[config.mk]
export PLATFORM = sky130hd
export DESIGN_NAME = tcx
export DESIGN_NICKNAME = d
export VERILOG_FILES = /design/src/rtl/tcx_pkg.sv /design/src/rtl/tcx_prescaler.sv /design/src/rtl/tcx.sv
export SDC_FILE = /design/constraint.sdc
export NUM_CORES = 1
export LEC_CHECK = 0
export ABC_AREA = 1
export CAP_MARGIN = 40
export CORE_ASPECT_RATIO = 0.6
export CORE_UTILIZATION = 50
export DETAILED_ROUTE_END_ITERATION = 10
export PLACE_DENSITY_LB_ADDON = 0.12
export SLEW_MARGIN = 20
export SYNTH_ARGS = -nofsm -noshare
export SYNTH_HDL_FRONTEND = slang
export SYNTH_SLANG_ARGS = --single-unit
[constraint.sdc]
create_clock -name clk -period 2.2 [get_ports clk]
set_input_delay 0.22 -clock clk [delete_from_list [all_inputs] [get_ports clk]]
set_output_delay 0.22 -clock clk [all_outputs]
set_load 0.005 [all_outputs]
[src/rtl/tcx_pkg.sv]
// Shared types and register map for the tcx timer/counter.
// Offsets are relative to the instance base address.
package tcx_pkg;

    typedef enum logic [1:0] {
        MODE_NORMAL = 2'd0,
        MODE_PHASE  = 2'd1,
        MODE_CTC    = 2'd2,
        MODE_FAST   = 2'd3
    } mode_e;

    typedef enum logic [2:0] {
        CS_STOP    = 3'd0,
        CS_CLK     = 3'd1,
        CS_DIV8    = 3'd2,
        CS_DIV64   = 3'd3,
        CS_DIV256  = 3'd4,
        CS_DIV1024 = 3'd5,
        CS_T0_FALL = 3'd6,
        CS_T0_RISE = 3'd7
    } cs_e;

    typedef enum logic [1:0] {
        COM_OFF    = 2'd0,
        COM_TOGGLE = 2'd1,
        COM_CLEAR  = 2'd2,
        COM_SET    = 2'd3
    } com_e;

    localparam logic [7:0] OFF_TCCRA = 8'd0;
    localparam logic [7:0] OFF_TCCRB = 8'd1;
    localparam logic [7:0] OFF_TCCRC = 8'd2;
    localparam logic [7:0] OFF_TIMSK = 8'd3;
    localparam logic [7:0] OFF_TIFR  = 8'd4;
    localparam logic [7:0] OFF_TCNTL = 8'd5;
    localparam logic [7:0] OFF_TCNTH = 8'd6;
    localparam logic [7:0] OFF_OCR   = 8'd8;

    localparam int TOV_BIT = 0;

endpackage

[src/rtl/tcx_prescaler.sv]
// Clock prescaler and synchronised t0 edge detector; produces the one-cycle
// count tick selected by CS.
module tcx_prescaler
    import tcx_pkg::*;
(
    input  logic       clk,
    input  logic       rst,
    input  logic       presc_clr,
    input  logic [2:0] cs,
    input  logic       t0,
    output logic       tick
);
    logic [9:0] presc_reg;
    logic       t0_meta_reg;
    logic       t0_sync_reg;
    logic       t0_prev_reg;
    cs_e        cs_sel;

    assign cs_sel = cs_e'(cs);

    always_ff @(posedge clk) begin
        if (rst) begin
            presc_reg   <= '0;
            t0_meta_reg <= 1'b0;
            t0_sync_reg <= 1'b0;
            t0_prev_reg <= 1'b0;
        end else begin
            presc_reg   <= presc_clr ? 10'd0 : presc_reg + 10'd1;
            t0_meta_reg <= t0;
            t0_sync_reg <= t0_meta_reg;
            t0_prev_reg <= t0_sync_reg;
        end
    end

    // Counter restarts at 0 on a TCCRB write, so the first divided tick
    // lands exactly div cycles later.
    always_comb begin
        tick = 1'b0;
        case (cs_sel)
            CS_STOP:    tick = 1'b0;
            CS_CLK:     tick = 1'b1;
            CS_DIV8:    tick = &presc_reg[2:0];
            CS_DIV64:   tick = &presc_reg[5:0];
            CS_DIV256:  tick = &presc_reg[7:0];
            CS_DIV1024: tick = &presc_reg;
            CS_T0_FALL: tick = t0_prev_reg & ~t0_sync_reg;
            CS_T0_RISE: tick = t0_sync_reg & ~t0_prev_reg;
            default:    tick = 1'b0;
        endcase
    end

endmodule

[src/rtl/tcx.sv]
// Timer/counter with compare channels, PWM modes, buffered compare registers,
// 16-bit TEMP byte access and a prioritised interrupt vector.
module tcx
    import tcx_pkg::*;
#(
    parameter int         WIDTH = 8,
    parameter int         NCH   = 2,
    parameter logic [7:0] BASE  = 8'h24
) (
    input  logic           clk,
    input  logic           rst,
    input  logic           write,
    input  logic [7:0]     addr,
    input  logic [7:0]     wdata,
    input  logic           read,
    output logic [7:0]     rdata,
    input  logic           t0,
    output logic [NCH-1:0] oc_data,
    input  logic           status_reg_interrupt_enable,
    output logic           interrupt_request,
    output logic [2:0]     irq_vector,
    input  logic           interrupt_executed
);
    localparam int               NFLAG = NCH + 1;
    localparam logic [WIDTH-1:0] MAX   = '1;

    logic [1:0]         mode_reg;
    logic [2:0]         cs_reg;
    logic [2*NCH-1:0]   com_reg;
    logic [NFLAG-1:0]   timsk_reg, tifr_reg, tifr_next;
    logic [WIDTH-1:0]   tcnt_reg, tcnt_next;
    logic [7:0]         temp_reg, rdata_reg;
    logic               down_reg, down_next, skip_reg;
    logic [NCH-1:0]     oc_reg, oc_next, match;
    logic [NCH*WIDTH-1:0] ocr_flat, ocr_buf_flat;

    logic [8:0]       rel;
    logic [7:0]       off;
    logic             hit, wr_en, wr_hi, tcnt_wr, tick;
    logic [WIDTH-1:0] wr_word;
    logic             at_max, wrap_evt, buf_load, pwm_mode, tov_set;
    mode_e            mode;

    assign rel      = {1'b0, addr} - {1'b0, BASE};
    assign hit      = !rel[8] && (rel < 9'(OFF_OCR + 2 * NCH));
    assign off      = rel[7:0];
    assign wr_en    = write && hit;
    assign wr_hi    = wr_en && (off == OFF_TCNTH || (off >= OFF_OCR && off[0]));
    assign tcnt_wr  = wr_en && off == OFF_TCNTL;
    assign wr_word  = WIDTH'({temp_reg, wdata});
    assign mode     = mode_e'(mode_reg);
    assign pwm_mode = (mode == MODE_FAST) || (mode == MODE_PHASE);
    assign at_max   = tcnt_reg == MAX;
    assign wrap_evt = tick && at_max;
    assign buf_load = wrap_evt && pwm_mode;

    tcx_prescaler u_prescaler (
        .clk       (clk),
        .rst       (rst),
        .presc_clr (wr_en && off == OFF_TCCRB),
        .cs        (cs_reg),
        .t0        (t0),
        .tick      (tick)
    );

    always_comb begin
        tcnt_next = tcnt_reg;
        down_next = (mode == MODE_PHASE) ? down_reg : 1'b0;
        tov_set   = 1'b0;
        if (tick) begin
            case (mode)
                MODE_PHASE: begin
                    if (!down_reg) begin
                        down_next = at_max;
                        tcnt_next = at_max ? tcnt_reg - WIDTH'(1) : tcnt_reg + WIDTH'(1);
                    end else if (tcnt_reg == '0) begin
                        down_next = 1'b0;
                        tcnt_next = WIDTH'(1);
                        tov_set   = 1'b1;
                    end else begin
                        tcnt_next = tcnt_reg - WIDTH'(1);
                    end
                end
                // Only an exact hit on OCR0 restarts; past it the count runs to MAX.
                MODE_CTC: begin
                    tcnt_next = (tcnt_reg == ocr_flat[WIDTH-1:0]) ? '0 : tcnt_reg + WIDTH'(1);
                    tov_set   = at_max;
                end
                default: begin
                    tcnt_next = tcnt_reg + WIDTH'(1);
                    tov_set   = at_max;
                end
            endcase
        end
    end

    generate
        for (genvar gi = 0; gi < NCH; gi++) begin : g_ch
            logic [WIDTH-1:0] ocr_reg, ocr_buf_reg;
            logic             ocr_wr, oc_n;
            com_e             com;

            assign com    = com_e'(com_reg[2*gi +: 2]);
            assign ocr_wr = wr_en && off == 8'(OFF_OCR + 2 * gi);
            assign match[gi] = tick && !skip_reg && tcnt_reg == ocr_reg;
            assign oc_next[gi] = oc_n;
            assign ocr_flat[gi*WIDTH +: WIDTH]     = ocr_reg;
            assign ocr_buf_flat[gi*WIDTH +: WIDTH] = ocr_buf_reg;

            always_ff @(posedge clk) begin
                if (rst) begin
                    ocr_reg     <= '0;
                    ocr_buf_reg <= '0;
                end else begin
                    if (ocr_wr) ocr_buf_reg <= wr_word;
                    if (ocr_wr && !pwm_mode) ocr_reg <= wr_word;
                    else if (buf_load)       ocr_reg <= ocr_buf_reg;
                end
            end

            always_comb begin
                oc_n = oc_reg[gi];
                if (com == COM_OFF) begin
                    oc_n = 1'b0;
                end else if (mode == MODE_FAST && wrap_evt && com != COM_TOGGLE) begin
                    oc_n = (com == COM_CLEAR);
                end else if (match[gi]) begin
                    if (com == COM_TOGGLE)       oc_n = !oc_reg[gi];
                    else if (mode == MODE_PHASE) oc_n = (com == COM_CLEAR) ? down_reg : !down_reg;
                    else                         oc_n = (com == COM_SET);
                end
            end
        end
    endgenerate

    logic [NFLAG-1:0] pending, sel_mask, clr_mask;
    logic [2:0]       vec;

    // Lowest-index compare flag wins; TOV only when no compare flag is pending.
    always_comb begin
        pending  = tifr_reg & timsk_reg;
        vec      = 3'd0;
        sel_mask = '0;
        if (pending[TOV_BIT]) begin
            vec      = 3'(NCH);
            sel_mask[TOV_BIT] = 1'b1;
        end
        for (int n = NCH - 1; n >= 0; n--) begin
            if (pending[n+1]) begin
                vec      = 3'(n);
                sel_mask = '0;
                sel_mask[n+1] = 1'b1;
            end
        end
    end

    assign interrupt_request = status_reg_interrupt_enable && |pending;
    assign irq_vector        = vec;

    always_comb begin
        clr_mask = '0;
        if (wr_en && off == OFF_TIFR)                clr_mask = wdata[NFLAG-1:0];
        if (interrupt_executed && interrupt_request) clr_mask = clr_mask | sel_mask;
        tifr_next = (tifr_reg & ~clr_mask) | {match, tov_set};
    end

    logic [7:0] rd_byte, rd_hi;
    logic       rd_lo;
    logic [15:0] tcnt16;

    assign tcnt16 = 16'(tcnt_reg);

    always_comb begin
        rd_byte = 8'd0;
        rd_hi   = 8'd0;
        rd_lo   = 1'b0;
        if (hit) begin
            case (off)
                OFF_TCCRA: rd_byte = {6'd0, mode_reg};
                OFF_TCCRB: rd_byte = {5'd0, cs_reg};
                OFF_TCCRC: rd_byte = 8'(com_reg);
                OFF_TIMSK: rd_byte = 8'(timsk_reg);
                OFF_TIFR:  rd_byte = 8'(tifr_reg);
                OFF_TCNTL: begin
                    rd_byte = tcnt16[7:0];
                    rd_hi   = tcnt16[15:8];
                    rd_lo   = 1'b1;
                end
                OFF_TCNTH: rd_byte = (WIDTH == 16) ? temp_reg : 8'd0;
                default:   rd_byte = 8'd0;
            endcase
            for (int n = 0; n < NCH; n++) begin
                if (off == 8'(OFF_OCR + 2 * n)) begin
                    rd_byte = 8'(ocr_buf_flat[n*WIDTH +: WIDTH]);
                    rd_hi   = 8'(16'(ocr_buf_flat[n*WIDTH +: WIDTH]) >> 8);
                    rd_lo   = 1'b1;
                end
                if (off == 8'(OFF_OCR + 2 * n + 1)) rd_byte = (WIDTH == 16) ? temp_reg : 8'd0;
            end
        end
    end

    always_ff @(posedge clk) begin
        if (rst) begin
            mode_reg  <= '0;
            cs_reg    <= '0;
            com_reg   <= '0;
            timsk_reg <= '0;
            tifr_reg  <= '0;
            tcnt_reg  <= '0;
            temp_reg  <= '0;
            rdata_reg <= '0;
            down_reg  <= 1'b0;
            skip_reg  <= 1'b0;
            oc_reg    <= '0;
        end else begin
            if (wr_en) begin
                case (off)
                    OFF_TCCRA: mode_reg  <= wdata[1:0];
                    OFF_TCCRB: cs_reg    <= wdata[2:0];
                    OFF_TCCRC: com_reg   <= wdata[2*NCH-1:0];
                    OFF_TIMSK: timsk_reg <= wdata[NFLAG-1:0];
                    default: ;
                endcase
            end
            tifr_reg <= tifr_next;
            down_reg <= down_next;
            oc_reg   <= oc_next;
            // A software load masks the compare on the tick that follows it.
            if (tcnt_wr) begin
                tcnt_reg <= wr_word;
                skip_reg <= 1'b1;
            end else begin
                tcnt_reg <= tcnt_next;
                if (tick) skip_reg <= 1'b0;
            end
            if (WIDTH == 16) begin
                if (wr_hi)             temp_reg <= wdata;
                else if (read && rd_lo) temp_reg <= rd_hi;
            end
            if (read) rdata_reg <= rd_byte;
        end
    end

    assign rdata   = rdata_reg;
    assign oc_data = oc_reg;

endmodule
==> results of run 1 <==
worst max-delay path, cell delays in order, from the launching register on:
cell	delay [ns]
dfxtp_1	0.36
ha_2	0.21
nand2_1	0.12
nor2_2	0.14
nand4_1	0.24
buf_4	0.24
nor2_4	0.12
nand2_2	0.10
o21ai_4	0.17
nor2_2	0.09
nor2_1	0.13
nor2_1	0.06
cells in the mapped netlist, types with 4 or more instances:
cell type / count
nand3_1: 20
nor3_1: 7
buf_2: 5
o211ai_1: 6
a21oi_1: 58
inv_1: 82
xor2_1: 19
dfxtp_1: 80
ha_1: 12
nand4_1: 13
o22ai_1: 6
nor2_1: 98
nand2_1: 168
nor2_2: 4
a31oi_1: 5
nand2_2: 4
o21ai_0: 60
nor2_4: 5
inv_2: 7
clkbuf_1: 13
worst paths after layout:
check | start | end
worst max-delay path | tcnt_reg[0]$_SDFFE_PP0P_ | g_ch[0].ocr_reg[7]$_SDFFE_PP0P_
worst max register to register | tcnt_reg[0]$_SDFFE_PP0P_ | g_ch[0].ocr_reg[7]$_SDFFE_PP0P_
worst min register to register | u_prescaler.t0_meta_reg$_SDFF_PP0_ | u_prescaler.t0_sync_reg$_SDFF_PP0_
worst min-delay path | t0 | u_prescaler.t0_meta_reg$_SDFF_PP0_
cells by family (layout without fill, tap and decap cells):
group,after synthesis,after routing
and+or+nand+nor,329,329
AOI/OAI and AO/OA,155,155
buffers and inverters,110,194
DFF,80,80
xor gates and xnor gates,19,19
adders and majority gates,12,12
other,1,1
report_power, final:
group          internal [µW]  total [µW]  switching, µW
clock                   1000        1620            622
sequential              1460        1460           5.04
combinational           76.0         188            112
total                   2530        3270            740
cell type report:
| type | count | area [µm²] |
|---|---|---|
| clock buffers | 10 | 229.0 |
| repair buffers | 88 | 760.7 |
| flip-flops and latches | 80 | 1602 |
| fillers | 751 | 2884 |
| multi-input cells | 516 | 2731 |
| clock inverters | 6 | 91.34 |
| inverters | 90 | 345.3 |
| well taps | 112 | 140.1 |
per-stage QoR:
step	hold WS (ns)	setup slack [ns]	total power, µW	util, %
after floorplan	0.3270	0.2649	1574	-
after global placement	0.4264	-0.2265	1666	61.60
after detailed placement	0.4285	-0.3013	1669	61.60
after CTS	0.3832	0.009323	3273	65.41
after global routing	0.4111	-0.07558	3372	67.17
final	0.3848	0.06812	3271	67.17
per-layer routing:
layer,vias to the layer above,share of wire (%)
li1,2451,-
met1,2260,47
met2,225,42
met3,15,10
met4,0,0.97
met5,-,0
repair_timing:
action | 4_1_cts | 5_1_grt
resized for setup | 3 | 34
pin swaps | 0 | 13
setup buffers | 1 | 5
setup endpoints to repair | 10 | 53
==> metrics, run 1 <==
met1 Use GR 42.18%; CTS hold repair buffers 0; FMAX 469.1 MHz; commonest non-fill, non-tap cell in the layout nand2_1; register-to-register setup slack 0.07 ns; met3 global-route usage 9.839%; portion of netlist area occupied by mux cells 0%; max_cap viols 0; RSZ-0062 raised after global routing true; final setup TNS 0 ns; cells after synthesis 706; synth warn 0; EDFF count, synth 0; Crit. End Element flip-flop; first-pass GRT wire length 23040 µm; number of global-route vias before repair 4609; clock buffer depth 2; initial antenna violation count 0; Final Hold Fails 0; Worst EP required 2.41 ns; share of cells above drive strength 1 15.06%; final instance area 5899 µm²; most frequent cells in the layout 164 x nand2_1, 93 x nor2_1, 81 x inv_1; PwrDens 554.5 nW/µm²; Final nets 820; die area 9722 µm²; dominant cell type by area after synthesis dfxtp_1; placed cell count 880; synthesis-to-layout area growth 26.61%; Clock Pin Slew Worst Setup and Hold Paths 0.07 ns; GRT busiest layer met2; DR iter-0 viols 559; met2 GRT Util 45.80%; xor/xnor share of the synthesized area 3.571%; Worst R2R Path Depth 11; site row count 26; dominant cells by area after synthesis dfxtp_1 34%, nand2_1 14%, nor2_1 7.9%; Total GRT Usage 30.60%; ys flop type dfxtp_1; Hold WC Path Type input pin to flip-flop; Die Span Y 76.78 µm; final WL 14180 µm; initial core utilization 53.05%; number of buffers added on ports 35; CTS Buf Count 9; synth unique cells 42; CTS root buf clkbuf_16; post-synthesis sequential area ratio 34.37%; Routed Antenna Nets 0; synthesized area 4659 µm²; Yosys top cell area share 34.37%; I/O pins 37; post-route insts no fill 902; critical path startpoint category flip-flop; headroom to the max-slew limit 56.24%; GP Congestion 0.9539; clk_skew 0.007801 ns; actual slew at the worst max-slew pin 0.6557 ns; Horiz. Die Dim 126.6 µm; worst-path maximum fanout 8; worst hold path stage count 3; DR vias 4951; Post-DP Area 5410 µm²; final setup fails 0; Sink Count 80; CP arrival 2.34 ns; TritonCTS clock tree done; Synth Area in Compound Gates 19.01%; Peak VDD IR 0.4237 mV; critical setup path kind flip-flop to flip-flop; H-tree level count 3; syn_nets 741; drt wl/cell 15.72 µm; DR pass1 iterations 5; Final Critical Period 2.132 ns; Seq cells post-synth 80; GR Overflow Total 0; Synth async-reset ratio 0%; Post-Synth Adder-Cell Area 3.222%; clk_lat worst skew 0.34 ns; post-synthesis simple-gate area fraction 30.45%; Pins Over Slew Limit 0; DPL Wire Length 10750 µm; # diodes 0; leakage 0.002564 µW; largest family of logic cells by synthesized area simple AND/OR/NAND/NOR gates; drt drc 0; status finished, final reports clean; crit share post-route 96.90%; largest net degree at the start of global routing 41; total core area 8783 µm²; syn avg cell area 6.600 µm²; Avg Vias per Cell 5.489
Note: power is estimated with default switching activity, not from simulation.
==> run 2, diff against run 1 <==
Settings changed: CAP_MARGIN 40 to 25.
Clock period 2.2 ns to 2.8 ns, I/O delays scaled along.
==> run 2 against run 1 <==
- count of clock-buffer cells in the layout shrank 1
- register-to-register slack improved by 0.16 ns
- final area down 7.6%
- die area unchanged
- hold slack improved by 0.063 ns
- clock power down 23%
- clock skew barely moved
- combinational power fell by 30%
- critical endpoint is now tcnt_reg[3]$_SDFFE_PP0P_
==> metrics, run 2 (synthesis results as in run 1) <==
Worst EP required 3.08 ns; DPL Wire Length 10280 µm; commonest non-fill, non-tap cell in the layout nand2_1; Slowest-stage cell, CP dfxtp_1; DR iter-0 viols 506; synthesis-to-layout area growth 17.00%; worst-path cell chain ha_1, nand2_1, nor2_2, nand4_1, nand2_2, inv_2, nor2_2, inv_2, a21oi_1, o21ai_0, o21ai_0, a21oi_1, nor2_1; hold endpoint u_prescaler.t0_sync_reg$_SDFF_PP0_; initial core utilization 53.05%; initial antenna violation count 0; H-tree level count 3; Final Hold Fails 0; CTS Buf Count 9; worst hold path stage count 2; CP delay by family, top simple AND/OR/NAND/NOR gates; CTS root buf clkbuf_16; Horiz. Die Dim 126.6 µm; leakage 0.002311 µW; actual slew at the worst max-slew pin 0.6124 ns; Final nets 777; Total GRT Usage 29.60%; register-to-register setup slack 0.23 ns; clk_skew 0.007926 ns; site row count 26; crit share post-route 91.96%; pre-CTS WS 0.07444 ns; Clock Pin Slew Worst Setup and Hold Paths 0.07 ns; Buf/Inv on CP 2; critical setup path kind flip-flop to flip-flop; PwrDens 463.1 nW/µm²; Peak VDD IR 0.3703 mV; Final Util 62.07%; GR Overflow Total 0; number of global-route vias before repair 4382; first-pass GRT wire length 22350 µm; Crit Reg-Reg Endpoint tcnt_reg[3]$_SDFFE_PP0P_; Worst R2R Path Depth 13; Post-CTS Setup Bufs 0; Die Span Y 76.78 µm; hold_sp u_prescaler.t0_meta_reg$_SDFF_PP0_; Avg Vias per Cell 5.625; status finished, final reports clean; GP Congestion 0.9596; Sink Count 80; I/O pins 37; largest net degree at the start of global routing 41; Hold WC Path Type flip-flop to flip-flop; final setup TNS 0 ns; CP arrival 2.86 ns; most frequent cells in the layout 168 x nand2_1, 97 x nor2_1, 82 x inv_1; FILL cells 827; DR pass1 iterations 5; RR Startpoint tcnt_reg[1]$_SDFFE_PP0P_; drt wl/cell 15.76 µm; Final Critical Period 2.575 ns; DR vias 4832; FMAX 388.4 MHz; Crit. End Element flip-flop; RSZ-0062 raised after global routing false; multi-input combinational cell area 2628 µm²; Routed Antenna Nets 0; total core area 8783 µm²; slowest stage delay, CP 0.55 ns; final instance area 5451 µm²; worst-path maximum fanout 6; Sequential Area 1602 µm²; number of buffers added on ports 35; max_cap viols 0; share of cells above drive strength 1 7.764%; TritonCTS clock tree done; # diodes 0; Total Power 2525 µW; clock buffer depth 2; post-route worst setup slack 0.2250 ns; drt drc 0; final WL 13540 µm; Pins Over Slew Limit 0; CTS hold repair buffers 0; final setup fails 0; critical path startpoint category flip-flop; Post-DP Area 5132 µm²; clk_lat worst skew 0.34 ns; headroom to the max-slew limit 59.13%; die area 9722 µm²
[run 2: cell count changes in the layout (fill, tap and decap cells not counted), sizes merged]
cell and delta:
buf -43, inv +1, dlymetal6s2s -2, clkinvlp +1, clkdlybuf4s50 +2, bufinv -1, clkbuf -1
[run 2: per-stage QoR]
stage | hold WS [ns] | instances
global placement | 0.4325 | 843
global route | 0.4592 | 859
finish | 0.4473 | 859
detailed placement | 0.4412 | 843
floorplan | 0.3870 | 706
CTS | 0.4441 | 859
[run 2: power breakdown]
group / internal [µW] / switching (µW) / leakage [µW]
sequential: 1140 / 3.23 / 0.000645
clock: 711 / 535 / 0.000151
combinational: 49.1 / 83.0 / 0.00151
total: 1900 / 621 / 0.00231
[run 2: final cells by class]
type	instances	share of cell area [%]
clock buffers	9	4.131
clock inverters	7	1.675
inverters	90	6.243
multi-input cells	516	48.20
flip-flops and latches	80	29.38
well taps	112	2.571
repair buffers	45	7.804
[run 2: worst min-delay path: cells and delay by family (launching register included)]
kind	cells	cell delay, ns
flops	1	0.30
buf+inv	1	0.05
simple gates	1	0.05
[run 2: how the worst max path moves through the flow]
stage / startpoint / endpoint / slack (ns) / cells after the start
floorplan: addr[2] / g_ch[0].ocr_reg[4]$_SDFFE_PP0P_ / 0.80 / 15
global placement: addr[2] / g_ch[1].ocr_reg[6]$_SDFFE_PP0P_ / 0.18 / 15
CTS: tcnt_reg[0]$_SDFFE_PP0P_ / tcnt_reg[3]$_SDFFE_PP0P_ / 0.26 / 13
global route: tcnt_reg[0]$_SDFFE_PP0P_ / tcnt_reg[3]$_SDFFE_PP0P_ / 0.06 / 13
finish: tcnt_reg[1]$_SDFFE_PP0P_ / tcnt_reg[3]$_SDFFE_PP0P_ / 0.23 / 13
detailed placement: addr[2] / g_ch[1].ocr_reg[1]$_SDFFE_PP0P_ / 0.07 / 15
[run 2: timing repair]
item	4_1_cts	5_1_grt
resized for setup	0	1
endpoints found under the hold margin	0	0
setup endpoints to repair	0	1
[run 2: per-layer routing]
metal	track usage [%]	vias to the layer above	share of wire, %
li1	-	2370	-
met1	42.85	2173	47
met2	42.21	263	40
met3	8.234	26	11
met4	8.554	0	1.6
met5	0	-	0
==> run 3, diff against run 2 <==
Settings changed: CTS_BUF_LIST from default to sky130_fd_sc_hd__clkbuf_8 sky130_fd_sc_hd__clkbuf_16, SLEW_MARGIN 20 to default.
==> results of run 3 <==
Same layout as run 2: the final DEF is identical, and so are final timing and power.
